$ cat config.mk
export PLATFORM = sky130hd
export DESIGN_NAME = preg_free_list_flat
export DESIGN_NICKNAME = d
export VERILOG_FILES = /design/src/rtl/preg_free_list_if.sv /design/src/rtl/preg_free_list.sv /design/src/flat_wrapper.sv
export SDC_FILE = /design/constraint.sdc
export NUM_CORES = 1
export LEC_CHECK = 0
export ABC_AREA = 1
export BUFFER_PORTS_ARGS = -buffer_cell sky130_fd_sc_hd__buf_2
export CELL_PAD_IN_SITES_DETAIL_PLACEMENT = 1
export CELL_PAD_IN_SITES_GLOBAL_PLACEMENT = 1
export CORE_ASPECT_RATIO = 0.5
export CORE_MARGIN = 2
export CORE_UTILIZATION = 45
export CTS_BUF_LIST = sky130_fd_sc_hd__clkbuf_8
export DETAILED_ROUTE_END_ITERATION = 10
export PLACE_DENSITY = 0.87
export REMOVE_ABC_BUFFERS = 1
export SYNTH_ARGS = -nofsm -noshare
export SYNTH_HDL_FRONTEND = slang
export SYNTH_SLANG_ARGS = --single-unit
export TNS_END_PERCENT = 20
$ cat constraint.sdc
create_clock -name clk_i -period 9.6 [get_ports clk_i]
set_input_delay 1.92 -clock clk_i [delete_from_list [all_inputs] [get_ports clk_i]]
set_output_delay 1.92 -clock clk_i [all_outputs]
set_load 0.05 [all_outputs]
$ cat src/rtl/preg_free_list_if.sv
// Rename/commit side of the physical-register free list.
// Allocation is valid/ready: alloc_valid_o advertises alloc_preg_o, and an
// allocation completes on the clock edge where alloc_valid_o & alloc_ready_i
// are both high and restore_i is low. free_valid_i is a one-cycle command
// with no backpressure.
interface preg_free_list_if #(
  parameter int NUM_PREGS = 64
);
  localparam int IW = $clog2(NUM_PREGS);

  logic          alloc_valid_o;
  logic [IW-1:0] alloc_preg_o;
  logic          alloc_ready_i;
  logic          free_valid_i;
  logic [IW-1:0] free_preg_i;
  logic          snapshot_i;
  logic          restore_i;
  logic [IW:0]   free_count_o;
  logic          double_free_o;

  // Rename/commit logic drives the commands and consumes the offer.
  modport master (
    input  alloc_valid_o, alloc_preg_o, free_count_o, double_free_o,
    output alloc_ready_i, free_valid_i, free_preg_i, snapshot_i, restore_i
  );

  // The free list itself.
  modport slave (
    output alloc_valid_o, alloc_preg_o, free_count_o, double_free_o,
    input  alloc_ready_i, free_valid_i, free_preg_i, snapshot_i, restore_i
  );
endinterface

$ cat src/rtl/preg_free_list.sv
// Physical-register free list: free bitmap, MSB-first allocation,
// one branch checkpoint, sticky double-free detection.
module preg_free_list #(
  parameter int NUM_PREGS = 64,
  parameter int NUM_ARCH  = 32
) (
  input logic                clk_i,
  input logic                rst_i,
  preg_free_list_if.slave    fl
);
  localparam int IW = $clog2(NUM_PREGS);
  localparam int CW = IW + 1;
  // Architectural pregs 0..NUM_ARCH-1 hold the identity map at reset.
  localparam logic [NUM_PREGS-1:0] RESET_MAP = {NUM_PREGS{1'b1}} << NUM_ARCH;
  localparam logic [NUM_PREGS-1:0] ONE       = {{(NUM_PREGS-1){1'b0}}, 1'b1};

  logic [NUM_PREGS-1:0] free_q, free_d;
  logic [NUM_PREGS-1:0] snap_q, snap_d;
  logic                 double_free_q, double_free_d;

  logic                 any_free;
  logic [IW-1:0]        alloc_idx;
  logic [CW-1:0]        pop_cnt;
  logic                 alloc_fire;
  logic [NUM_PREGS-1:0] alloc_onehot;
  logic [NUM_PREGS-1:0] free_onehot;

  // Priority encoder (highest set bit wins) and popcount over the registered bitmap.
  always_comb begin
    any_free  = |free_q;
    alloc_idx = '0;
    pop_cnt   = '0;
    for (int i = 0; i < NUM_PREGS; i++) begin
      if (free_q[i]) alloc_idx = IW'(i);
      pop_cnt = pop_cnt + CW'(free_q[i]);
    end
  end

  // Next-state bitmap, checkpoint and error flag.
  always_comb begin
    alloc_fire    = any_free & fl.alloc_ready_i & ~fl.restore_i;
    alloc_onehot  = alloc_fire ? (ONE << alloc_idx) : '0;
    free_onehot   = fl.free_valid_i ? (ONE << fl.free_preg_i) : '0;
    free_d        = free_q;
    snap_d        = snap_q;
    double_free_d = double_free_q;
    if (fl.restore_i) begin
      // Recovery: checkpoint plus any concurrent free; restore beats snapshot.
      free_d = snap_q | free_onehot;
    end else begin
      // Set after clear so a same-cycle alloc+free of one index leaves it free.
      free_d = (free_q & ~alloc_onehot) | free_onehot;
      if (fl.snapshot_i) snap_d = free_d;
      if (fl.free_valid_i && free_q[fl.free_preg_i] &&
          !(alloc_fire && (alloc_idx == fl.free_preg_i)))
        double_free_d = 1'b1;
    end
  end

  // State registers with asynchronous reset to the identity-mapped list.
  always_ff @(posedge clk_i or posedge rst_i) begin
    if (rst_i) begin
      free_q        <= RESET_MAP;
      snap_q        <= RESET_MAP;
      double_free_q <= 1'b0;
    end else begin
      free_q        <= free_d;
      snap_q        <= snap_d;
      double_free_q <= double_free_d;
    end
  end

  assign fl.alloc_valid_o = any_free;
  assign fl.alloc_preg_o  = alloc_idx;
  assign fl.free_count_o  = pop_cnt;
  assign fl.double_free_o = double_free_q;
endmodule

$ cat src/flat_wrapper.sv
// flat-port wrapper written by rule: the top's interface ports become plain ports
module preg_free_list_flat 
#(
  parameter int NUM_PREGS = 64,
  parameter int NUM_ARCH  = 32
)
  (clk_i, rst_i, fl_alloc_valid_o, fl_alloc_preg_o, fl_free_count_o, fl_double_free_o, fl_alloc_ready_i, fl_free_valid_i, fl_free_preg_i, fl_snapshot_i, fl_restore_i);
  preg_free_list_if #(.NUM_PREGS(NUM_PREGS)) fl_i ();
  input logic clk_i;
  input logic rst_i;
  output wire logic [$bits(fl_i.alloc_valid_o)-1:0] fl_alloc_valid_o;
  output wire logic [$bits(fl_i.alloc_preg_o)-1:0] fl_alloc_preg_o;
  output wire logic [$bits(fl_i.free_count_o)-1:0] fl_free_count_o;
  output wire logic [$bits(fl_i.double_free_o)-1:0] fl_double_free_o;
  input wire logic [$bits(fl_i.alloc_ready_i)-1:0] fl_alloc_ready_i;
  input wire logic [$bits(fl_i.free_valid_i)-1:0] fl_free_valid_i;
  input wire logic [$bits(fl_i.free_preg_i)-1:0] fl_free_preg_i;
  input wire logic [$bits(fl_i.snapshot_i)-1:0] fl_snapshot_i;
  input wire logic [$bits(fl_i.restore_i)-1:0] fl_restore_i;
  assign fl_alloc_valid_o = fl_i.alloc_valid_o;
  assign fl_alloc_preg_o = fl_i.alloc_preg_o;
  assign fl_free_count_o = fl_i.free_count_o;
  assign fl_double_free_o = fl_i.double_free_o;
  assign fl_i.alloc_ready_i = fl_alloc_ready_i;
  assign fl_i.free_valid_i = fl_free_valid_i;
  assign fl_i.free_preg_i = fl_free_preg_i;
  assign fl_i.snapshot_i = fl_snapshot_i;
  assign fl_i.restore_i = fl_restore_i;
  preg_free_list #(.NUM_PREGS(NUM_PREGS), .NUM_ARCH(NUM_ARCH)) u_core (.clk_i(clk_i), .rst_i(rst_i), .fl(fl_i));
endmodule
======== Word level (Yosys, flattened, before mapping) ========
Cells that the tools add are included.
cells by class
  bitwise operators ....................... 7
  multiplexer cells ....................... 68
  add/subtract/negate cells ............... 63
  magnitude comparators ................... 1
  shift-type cells ........................ 2
  reductions and logical operators ........ 7
  eq/ne operators ......................... 1
operators by type and width
  operator                                            count
  adder 7 x 1 -> 7 bit                                62
  two-way mux 6 bit                                   32
  two-way mux 64 bit                                  3
  bitwise OR 64 bit                                   2
  << shifter 1 x 6 -> 64 bit, first input constant    2
  two-way mux 5 bit                                   16
  bitwise AND 64 bit                                  1
  NOT 64 bit                                          1
  OR reduction 64 bit                                 1
  two-way mux 4 bit                                   8
  two-way mux 3 bit                                   4
  < comparator 6 x 7 -> 1 bit, second input constant  1
  binary-select mux 1 bit (select 6 bit)              1
  == test 6 bit                                       1
  two-way mux 2 bit                                   2
  AND reduction 2 bit                                 2
  logical AND 1 bit                                   3
  adder 1 x 1 -> 2 bit                                1
  bitwise AND 1 bit                                   2
  two-way mux 1 bit                                   2
  logical NOT 1 bit                                   1
  NOT 1 bit                                           1
storage, ports and cells
  bits of input ports ..................... 12
  output and inout bits ................... 15
  logic and storage cells ................. 152
  register bits ........................... 129

======== Logic depth before layout (Yosys ltp) ========
Gate-level depths: netlist of run 1.
  word-level depth ........................ 69
  depth in mapped cells ................... 68
  mapped depth without buffers ............ 68

======== Worst setup path after synthesis of run 1 ========
Ideal clock, no wire load.
  path type ............................... register -> output
  start ................................... register u_core.free_q[36]
  end ..................................... output fl_free_count_o[4]
  path buffers ............................ 0
  setup slack ............................. 1,213 ps
  required time ........................... 7,680 ps
  data arrival time ....................... 6,467 ps
  cell stages (with the launch flop) ...... 19
  cells stage by stage .................... dfstp_2 inv_1 fa_1 fa_1 fa_1 inv_1 fa_1 inv_1 fa_1 fa_1 fa_1 fa_1 inv_1 fa_1 fa_1 a21oi_1 nor2_1 nor2_1 xor2_1
on the way
  word-level cells in the longest chain between the ends .. 28
RTL lines
  element                              RTL line              RTL
  start: declaration                   preg_free_list.sv:17  logic [NUM_PREGS-1:0] free_q, free_d;
  start signal: assignment             preg_free_list.sv:67  free_q <= free_d;
  adder 7 x 1 -> 7 bit (28 in series)  preg_free_list.sv:35  pop_cnt = pop_cnt + CW'(free_q[i]);
  end: declaration                     flat_wrapper.sv:13    output wire logic [$bits(fl_i.free_count_o)-1:0] fl_free_count_o;
Every way passes these cells.

======== Worst setup path after layout of run 1 ========
  start ................................... register u_core.free_q[36]
  end ..................................... output fl_free_count_o[6]
Same word-level chain as after synthesis.

==> metrics.md, run 1 <==
| Metric | Value |
|---|---|
| Status | finished, final reports clean |
| Post-Synthesis Cell Area | 9430 um^2 |
| Reg2reg setup slack | 4140 ps |
| Routed WL | 36700 um |
| CTS tree | yes |
| Area added between synthesis and finish | 8.06% |
| Reg2Reg Depth | 66 |
| Nets | 1317 |
| Syn Inst Count | 1235 |
| Diode count | 0 |
| CTS buffer count | 17 |
| Resize count post-CTS | 0 |
| Post-synth cell types | 40 |
| Max Cap Violations | 0 |
| Fill count | 2596 |
| Hold wc startpoint | u_core.fl.double_free_o |
| Crit-path cells | inv_1 > fa_1 > fa_1 > fa_1 > inv_1 > fa_1 > inv_1 > fa_1 > fa_1 > fa_1 > fa_1 > inv_1 > fa_1 > fa_1 > a21oi_1 > nor2_1 > nor2_1 > o21ai_0 > a21o_1 > buf_2 |
| Worst Skew | 20.5 ps |
| Share of the synthesized area in the top cell type | 17.8% |
| CTS Hold Buffers Added | 0 |
| DP HPWL | 26600 um |
| Most common flop cell mapped by yosys | dfrtp_1 |
| Count of pins over their slew limit | 0 |
| Fin. Hold Viols | 0 |
| Total track usage | 35.0% |
| Setup-failing EPs final | 0 |
| Most frequent CP cell | fa_1 |
| Setup TNS | 0 ps |
| Crit path from | u_core.free_q[36] |
| PortBufs | 26 |
| Vias | 9095 |
| Met3 routed WL | 3540 um |
| Area contributors post-synth | dfstp_2 (18%), dfrtp_1 (17%), fa_1 (11%) |
| Reg-to-reg critical path endpoint | u_core.free_q[1] |
| Setup Fix Bufs, Post-CTS | 0 |
| Layout cell share with drive strength beyond 1 | 14.8% |
| CTS max path bufs | 2 |
| CP top delay family | adder cells |
| Tcrit/Tclk final | 93.2% |
| Worst slew pin tran | 1300 ps |
| Max-slew headroom | 13.1% |
| # IOs | 27 |
| Top cell type by total area after synthesis | dfstp_2 |
| DR pass1 iterations | 5 |
| Critical path class | register to output pin |
| Share of flip-flops with an asynchronous set or reset | 100% |
| Top cells by count, synth | nand2_1 (211), inv_1 (162), nor2_1 (158) |
| Synth Register Bits | 129 |
| Post-synth EDFFs | 0 |
| Die area | 22200 um^2 |
| DRT antenna net count | 0 |
| First-pass GRT wire length | 57200 um |
| Levels on crit path | 20 |
| Crit path capture | fl_free_count_o[6] |
| Seq/Total Area, Yosys | 35.1% |
| Clk slew on worst S/H paths | 90 ps |
| Max H-tree Level | 4 |
| Detailed Route Iter0 Violations | 855 |
| GP Congestion | 0.983 |
| Met1 WL | 16500 um |
| Critical-path top delay cell | dfstp_2 |
| Final Non-Filler Cells | 1520 |
| Critical-path maximum fanout | 4 |
| Drt drc | 0 |
| Clock latency at the later pin of the worst-skew pair | 520 ps |
| Met2 wire len | 16000 um |
| Reg-to-Reg Start | u_core.free_q[2] |
| Largest net degree at the start of global routing | 73 |
| CTS sink cnt | 129 |
| Arrival time at the worst endpoint | 7020 ps |
| Uppermost layer routed | met4 |
| Initial antenna violation count | 0 |
| Synth Warn # | 0 |
| Row count | 37 |
| Hold Crit Class | register to register |
| Worst path buffer plus inverter count | 5 |
| Hold Worst Slack | 488 ps |
| Crit path launch type | register |
| Max stage delay on crit path | 590 ps |
| CP Capture Type | output pin |
| Period minus WS final | 8940 ps |
| Die Width | 209 um |
| Die Span Y | 106 um |
| Mean routed wirelength per cell | 24.1 um |
| RSZ-0062 raised after global routing | false |
| Cells after DPL | 1488 |
| Grt ovf | 0 |
| Vias in the first global route | 9717 |
| Initial Util | 45.9% |
| Core ar. | 20600 um^2 |
| Vias/cell | 5.98 |
| Max frequency | 0.112 GHz |
| Clk root buf | clkbuf_8 |
| Most frequent cell after synthesis | nand2_1 |
| Synth Area per Inst | 7.63 um^2 |
| Required time worst endpoint | 7680 ps |
[state kept, by name (all words and copies together) (netlist names)]
| signal | count |
|---|---|
| u_core.fl.double_free_o | 1 |
| u_core.free_q | 64 |
| u_core.snap_q | 64 |
[kinds of logic (layout without fill, tap and decap cells)]
| group | count (synthesis) | in the layout | synth area share, % |
|---|---|---|---|
| fa+ha+maj | 71 | 71 | 13.7 |
| xor+xnor | 7 | 7 | 0.650 |
| flops | 129 | 129 | 35.1 |
| buf+inv | 230 | 242 | 9.38 |
| compound gates | 231 | 231 | 13.8 |
| simple gates | 567 | 567 | 27.4 |
[metrics by stage]
step	setup slack, ps	util, %	cell area [um^2]
floorplan	1210	-	9180
global placement	1320	47.5	9770
detailed placement	1200	47.5	9770
CTS	623	49.6	10200
global route	364	49.6	10200
finish	656	49.6	10200
[cells in the final DEF, fill, tap and decap left out, types with 2 or more instances in the layout]
master	instances
o2111ai_1	2
buf_2	25
dfrtp_1	65
nand4_1	19
nor2_2	9
bufinv_16	3
clkinv_1	4
nand2_4	2
clkinv_4	4
nand2_2	2
nand4_2	2
ha_1	17
buf_4	15
nand3_4	2
clkinvlp_4	2
fa_1	54
nor2_1	157
nor4_1	29
o311ai_0	6
inv_1	161
nand3_1	117
inv_2	4
nand3_2	11
nor2_4	4
a31oi_1	5
a21oi_2	9
o21ai_0	21
xor2_1	7
clkinv_2	3
o21ai_1	44
inv_6	2
nand2_1	211
a21oi_1	105
o211ai_1	12
clkbuf_8	17
o22ai_1	21
dfstp_2	64
a22oi_1	2
[routing by layer]
layer	vias up	GRT usage, %
li1	4055	-
met3	55	10.9
met1	4611	48.7
met5	-	0
met4	0	9.85
met2	374	52.5
[worst min-delay path by stage]
stage	to	slack [ps]	cells past startpoint
global route	u_core.fl.double_free_o	500	1
global placement	u_core.fl.double_free_o	460	1
detailed placement	u_core.fl.double_free_o	450	1
finish	u_core.fl.double_free_o	490	1
CTS	u_core.fl.double_free_o	480	1
floorplan	u_core.free_q[3]	460	2
[final cells by class]
class                   count  area [um^2]  share of cell area [%]
clock buffers              17          234                    2.30
well taps                 273          342                    3.35
inverters                 170          641                    6.29
clock inverters            15          184                    1.81
multi-input cells         876         5240                    51.4
flip-flops and latches    129         3310                    32.5
repair buffers             40          238                    2.33
Power of run 1 is left out: the tool's default activity adds up to more than one toggle a clock period on the data nets, which glitch-free logic cannot reach.
==> run 2: changes to the inputs <==
- MAX_ROUTING_LAYER: unset -> met4
==> metrics.md, run 2 (synthesis results as in run 1) <==
| Metric | Value |
|---|---|
| Die Width | 209 um (unchanged) |
| CP Capture Type | output pin |
| Worst slew pin tran | 1170 ps (-136 ps) |
| Setup Fix Bufs, Post-CTS | 0 (unchanged) |
| Status | finished, final reports clean |
| Vias/cell | 6.08 (+1.7%) |
| Routed WL | 37000 um (+0.99%) |
| Grt ovf | 0 (unchanged) |
| Worst Skew | 14.9 ps (-5.55 ps) |
| Detailed Route Iter0 Violations | 778 (-9.0%) |
| Critical path class | register to output pin |
| Die Span Y | 106 um (unchanged) |
| Fin worst setup slack | 604 ps (-51.7 ps) |
| Most frequent CP cell | fa_1 |
| Layout cell share with drive strength beyond 1 | 14.7% (-0.068 points) |
| Most frequent cells in the layout | nand2_1 (211), inv_1 (161), nor2_1 (157), nand3_1 (117), a21oi_1 (105) |
| Area added between synthesis and finish | 7.86% |
| Initial antenna violation count | 0 (unchanged) |
| First-pass GRT wire length | 57300 um (+0.13%) |
| DR pass1 iterations | 5 (unchanged) |
| # IOs | 27 (unchanged) |
| Critical-path top delay cell | fa_1 |
| Resize count post-CTS | 0 (unchanged) |
| Diode count | 0 (unchanged) |
| Max H-tree Level | 4 (unchanged) |
| Nets | 1316 (-0.076%) |
| DRT antenna net count | 0 (unchanged) |
| Max frequency | 0.111 GHz (-0.58%) |
| Clk slew on worst S/H paths | 90 ps (about the same) |
| CP top delay family | adder cells |
| CTS buffer count | 17 (unchanged) |
| Period minus WS final | 9000 ps (+51.7 ps) |
| Required time worst endpoint | 7680 ps (about the same) |
| Vias in the first global route | 9733 (+0.16%) |
| Worst path buffer plus inverter count | 5 (unchanged) |
| Tcrit/Tclk final | 93.7% (+0.54 points) |
| Drt drc | 0 (unchanged) |
| Max Cap Violations | 0 (unchanged) |
| Initial Util | 45.9% (unchanged) |
| Cells after DPL | 1487 (-0.067%) |
| Core ar. | 20600 um^2 (unchanged) |
| Mean routed wirelength per cell | 24.4 um (+1.1%) |
| Clock latency at the later pin of the worst-skew pair | 520 ps (about the same) |
| Count of pins over their slew limit | 0 (unchanged) |
| Clk root buf | clkbuf_8 |
| DP HPWL | 26900 um (+1.1%) |
| Max-slew headroom | 22.2% (+9.1 points) |
| Critical-path maximum fanout | 4 (unchanged) |
| Worst slack at placement | 1160 ps (-39.0 ps) |
| Setup-failing EPs final | 0 (unchanged) |
| Max stage delay on crit path | 620 ps (+30 ps) |
| Total track usage | 36.1% (+1.1 points) |
| CTS max path bufs | 2 (unchanged) |
| Vias | 9239 (+1.6%) |
| Arrival time at the worst endpoint | 7080 ps (+60 ps) |
| Setup TNS | 0 ps (unchanged) |
| Final Non-Filler Cells | 1519 (-0.066%) |
| Fin. Hold Viols | 0 (unchanged) |
| Die area | 22200 um^2 (unchanged) |
| Most common cell after layout, fill and taps aside | nand2_1 |
| RSZ-0062 raised after global routing | false |
| CTS tree | yes |
| CTS Hold Buffers Added | 0 (unchanged) |
| GP Congestion | 0.993 (+1.0%) |
| Crit path launch type | register |
| Hold Crit Class | register to register |
| Crit-path cells | inv_1 > fa_1 > fa_1 > fa_1 > inv_1 > fa_1 > inv_1 > fa_1 > fa_1 > fa_1 > fa_1 > inv_1 > fa_1 > fa_1 > a21oi_1 > nor2_1 > nor2_1 > o21ai_0 > a21o_1 > buf_2 |
| CTS sink cnt | 129 (unchanged) |
| Largest net degree at the start of global routing | 70 (-4.1%) |
| PortBufs | 26 (unchanged) |
| Row count | 37 (unchanged) |
==> run 2: changes by cell type in the layout (fill, tap and decap cells not counted), sizes merged <==
cell    change
bufinv      -1
buf         -1
inv         +4
clkinv      -3
==> run 2: metal layers <==
metal / vias up / part of all wire [%] / track usage (%)
li1: 4059 / - / -
met1: 4758 / 45 / 48.8
met2: 359 / 44 / 53.5
met3: 63 / 9.3 / 9.01
met4: 0 / 2.0 / 11.4
met5: - / 0 / -
==> run 2: final cells by class <==
class,instances,area [um^2]
Clock inverter,15,173
Fill cell,2560,10400
Multi-Input combinational cell,876,5240
Sequential cell,129,3310
Timing Repair Buffer,39,230
Clock buffer,17,234
Tap cell,273,342
Inverter,170,641
==> run 2: worst paths after layout <==
kind	start	end	slack (ps)	cells after the start
setup / recovery	u_core.free_q[36]	fl_free_count_o[6]	600	20
hold / removal	u_core.snap_q[61]	u_core.snap_q[61]	510	2
setup reg to reg	u_core.free_q[3]	u_core.free_q[26]	4270	66
hold reg to reg	u_core.snap_q[61]	u_core.snap_q[61]	510	2
max in group asynchronous	rst_i	u_core.snap_q[11]	6580	3
min in group asynchronous	rst_i	u_core.snap_q[25]	1580	2
==> run 2: metrics by stage <==
step                      instance area (um^2)  hold slack [ps]  util, %
after global routing                     10200              524     49.5
after detailed placement                  9760              490     47.5
final                                    10200              508     49.5
after global placement                    9760              449     47.5
after floorplan                           9180              461        -
after CTS                                10200              506     49.5
==> run 2: worst reg2reg max path: cells and delay by family, from the launching register on <==
family                 cells  cell delay (ps)
AO/OA/AOI/OAI              1              150
AND/OR/NAND/NOR           64             4370
flip-flops                 1              540
buffers and inverters      1              120
Power of run 2 is left out for the same reason.
==> run 3: changes to the inputs <==
- CORE_MARGIN: 2 -> 3
- SLEW_MARGIN: unset -> 20
==> metrics.md, run 3 (synthesis results as in run 1) <==
| Metric | Value |
|---|---|
| Most frequent cells in the layout | nand2_1 (211), inv_1 (162), nor2_1 (155), nand3_1 (117), a21oi_1 (105) |
| Worst Skew | 17.8 ps (+2.85 ps) |
| Largest net degree at the start of global routing | 87 (+24%) |
| Drt drc | 0 (unchanged) |
| Final instance area | 10200 um^2 (+0.25%) |
| Max Cap Violations | 0 (unchanged) |
| Setup TNS | 0 ps (unchanged) |
| Core ar. | 20000 um^2 (-2.7%) |
| Layout cell share with drive strength beyond 1 | 15.0% (+0.28 points) |
| Routed WL | 37500 um (+1.2%) |
| CTS max path bufs | 2 (unchanged) |
| # IOs | 27 (unchanged) |
| Nets | 1319 (+0.23%) |
| Most frequent CP cell | fa_1 |
| DRT antenna net count | 0 (unchanged) |
| Row count | 36 (-2.7%) |
| Die area | 22800 um^2 (+2.9%) |
| Worst slew pin tran | 1050 ps (-119 ps) |
| Max stage delay on crit path | 560 ps (-60 ps) |
| Arrival time at the worst endpoint | 7110 ps (+30 ps) |
| Initial Util | 47.1% (+1.3 points) |
| Vias in the first global route | 9739 (+0.062%) |
| Setup Fix Bufs, Post-CTS | 0 (unchanged) |
| DR pass1 iterations | 5 (unchanged) |
| Resize count post-CTS | 0 (unchanged) |
| Critical-path maximum fanout | 4 (unchanged) |
| PortBufs | 26 (unchanged) |
| Status | finished, final reports clean |
| Setup-failing EPs final | 0 (unchanged) |
| Die Span Y | 108 um (+1.9%) |
| Mean routed wirelength per cell | 24.7 um (+1.5%) |
| Crit-path cells | inv_1 > fa_1 > fa_1 > fa_1 > inv_1 > fa_1 > inv_1 > fa_1 > fa_1 > fa_1 > fa_1 > inv_1 > fa_1 > fa_1 > a21oi_1 > nor2_1 > nor2_1 > xor2_1 > buf_2 |
| Critical path class | register to output pin |
| Period minus WS final | 9030 ps (+30.4 ps) |
| Clock latency at the later pin of the worst-skew pair | 500 ps (-20 ps) |
| CTS sink cnt | 129 (unchanged) |
| Total track usage | 35.3% (-0.81 points) |
| CTS Hold Buffers Added | 0 (unchanged) |
| Area added between synthesis and finish | 8.12% |
| Fin worst setup slack | 574 ps (-30.4 ps) |
| Diode count | 0 (unchanged) |
| Most common cell after layout, fill and taps aside | nand2_1 |
| Vias | 9231 (-0.087%) |
| Critical-path top delay cell | dfstp_2 |
| First-pass GRT wire length | 57700 um (+0.77%) |
| Detailed Route Iter0 Violations | 928 (+19%) |
| CTS tree | yes |
| Count of pins over their slew limit | 0 (unchanged) |
| Initial antenna violation count | 0 (unchanged) |
| Grt ovf | 0 (unchanged) |
| Die Width | 211 um (+0.96%) |
| Area after DPL | 9780 um^2 (+0.17%) |
| Clk slew on worst S/H paths | 90 ps (about the same) |
| Hold Worst Slack | 487 ps (-21.1 ps) |
| Max-slew headroom | 30.2% (+8.0 points) |
| Clk root buf | clkbuf_8 |
| Max frequency | 0.111 GHz (-0.34%) |
| Crit path launch type | register |
| Vias/cell | 6.09 (+0.18%) |
| Hold Crit Class | register to register |
| RSZ-0062 raised after global routing | false |
| Tcrit/Tclk final | 94.0% (+0.32 points) |
| Required time worst endpoint | 7680 ps (about the same) |
| CTS buffer count | 17 (unchanged) |
| Max H-tree Level | 4 (unchanged) |
| Worst slack at placement | 1120 ps (-38.2 ps) |
| CP Capture Type | output pin |
| DP HPWL | 27300 um (+1.4%) |
| Fin. Hold Viols | 0 (unchanged) |
| GP Congestion | 0.985 (-0.79%) |
run 3: cell count changes in the layout (fill, tap and decap cells not counted), sizes merged:
cell      delta
clkbuf       +1
clkinv       +1
buf          +3
clkinvlp     +2
inv          -5
bufinv       +1
run 3: per-layer routing:
| metal | global-route usage [%] | vias up | routed length (um) |
|---|---|---|---|
| li1 | - | 4071 | - |
| met1 | 48.2 | 4692 | 17100 |
| met2 | 50.9 | 393 | 15800 |
| met3 | 10.3 | 75 | 3670 |
| met4 | 10.9 | 0 | 877 |
| met5 | - | - | 0 |
run 3: per-stage QoR:
step | utilization, % | instances
finish | 51.0 | 1515
global placement | 48.9 | 1483
global route | 51.0 | 1515
floorplan | - | 1175
detailed placement | 48.9 | 1483
CTS | 51.0 | 1515
run 3: worst paths after layout:
check                                        start                       to  slack [ps]  cells after the start
max                              u_core.free_q[36]       fl_free_count_o[4]         570                     19
max in group asynchronous                    rst_i         u_core.snap_q[5]        6580                      3
min                        u_core.fl.double_free_o  u_core.fl.double_free_o         490                      1
min reg2reg                u_core.fl.double_free_o  u_core.fl.double_free_o         490                      1
max reg2reg                       u_core.free_q[2]         u_core.free_q[1]        3970                     66
min in group asynchronous                    rst_i        u_core.free_q[25]        1590                      2
run 3: final cells by class:
cell class / instances / area [um^2]
inverters: 170 / 641
clock buffers: 18 / 248
repair buffers: 42 / 253
multi-input cells: 876 / 5250
clock inverters: 14 / 165
fillers: 2516 / 9810
flip-flops and latches: 129 / 3310
well taps: 266 / 333
run 3: worst max-delay path: cells and delay by family (launching register included):
family,cells,cell delay [ps]
AND/OR/NAND/NOR,2,240
XOR/XNOR,1,250
adder cells (fa/ha/maj),10,4850
AO/OA/AOI/OAI,1,150
flip-flops,1,560
buffers and inverters,5,550
Power of run 3 is left out for the same reason.
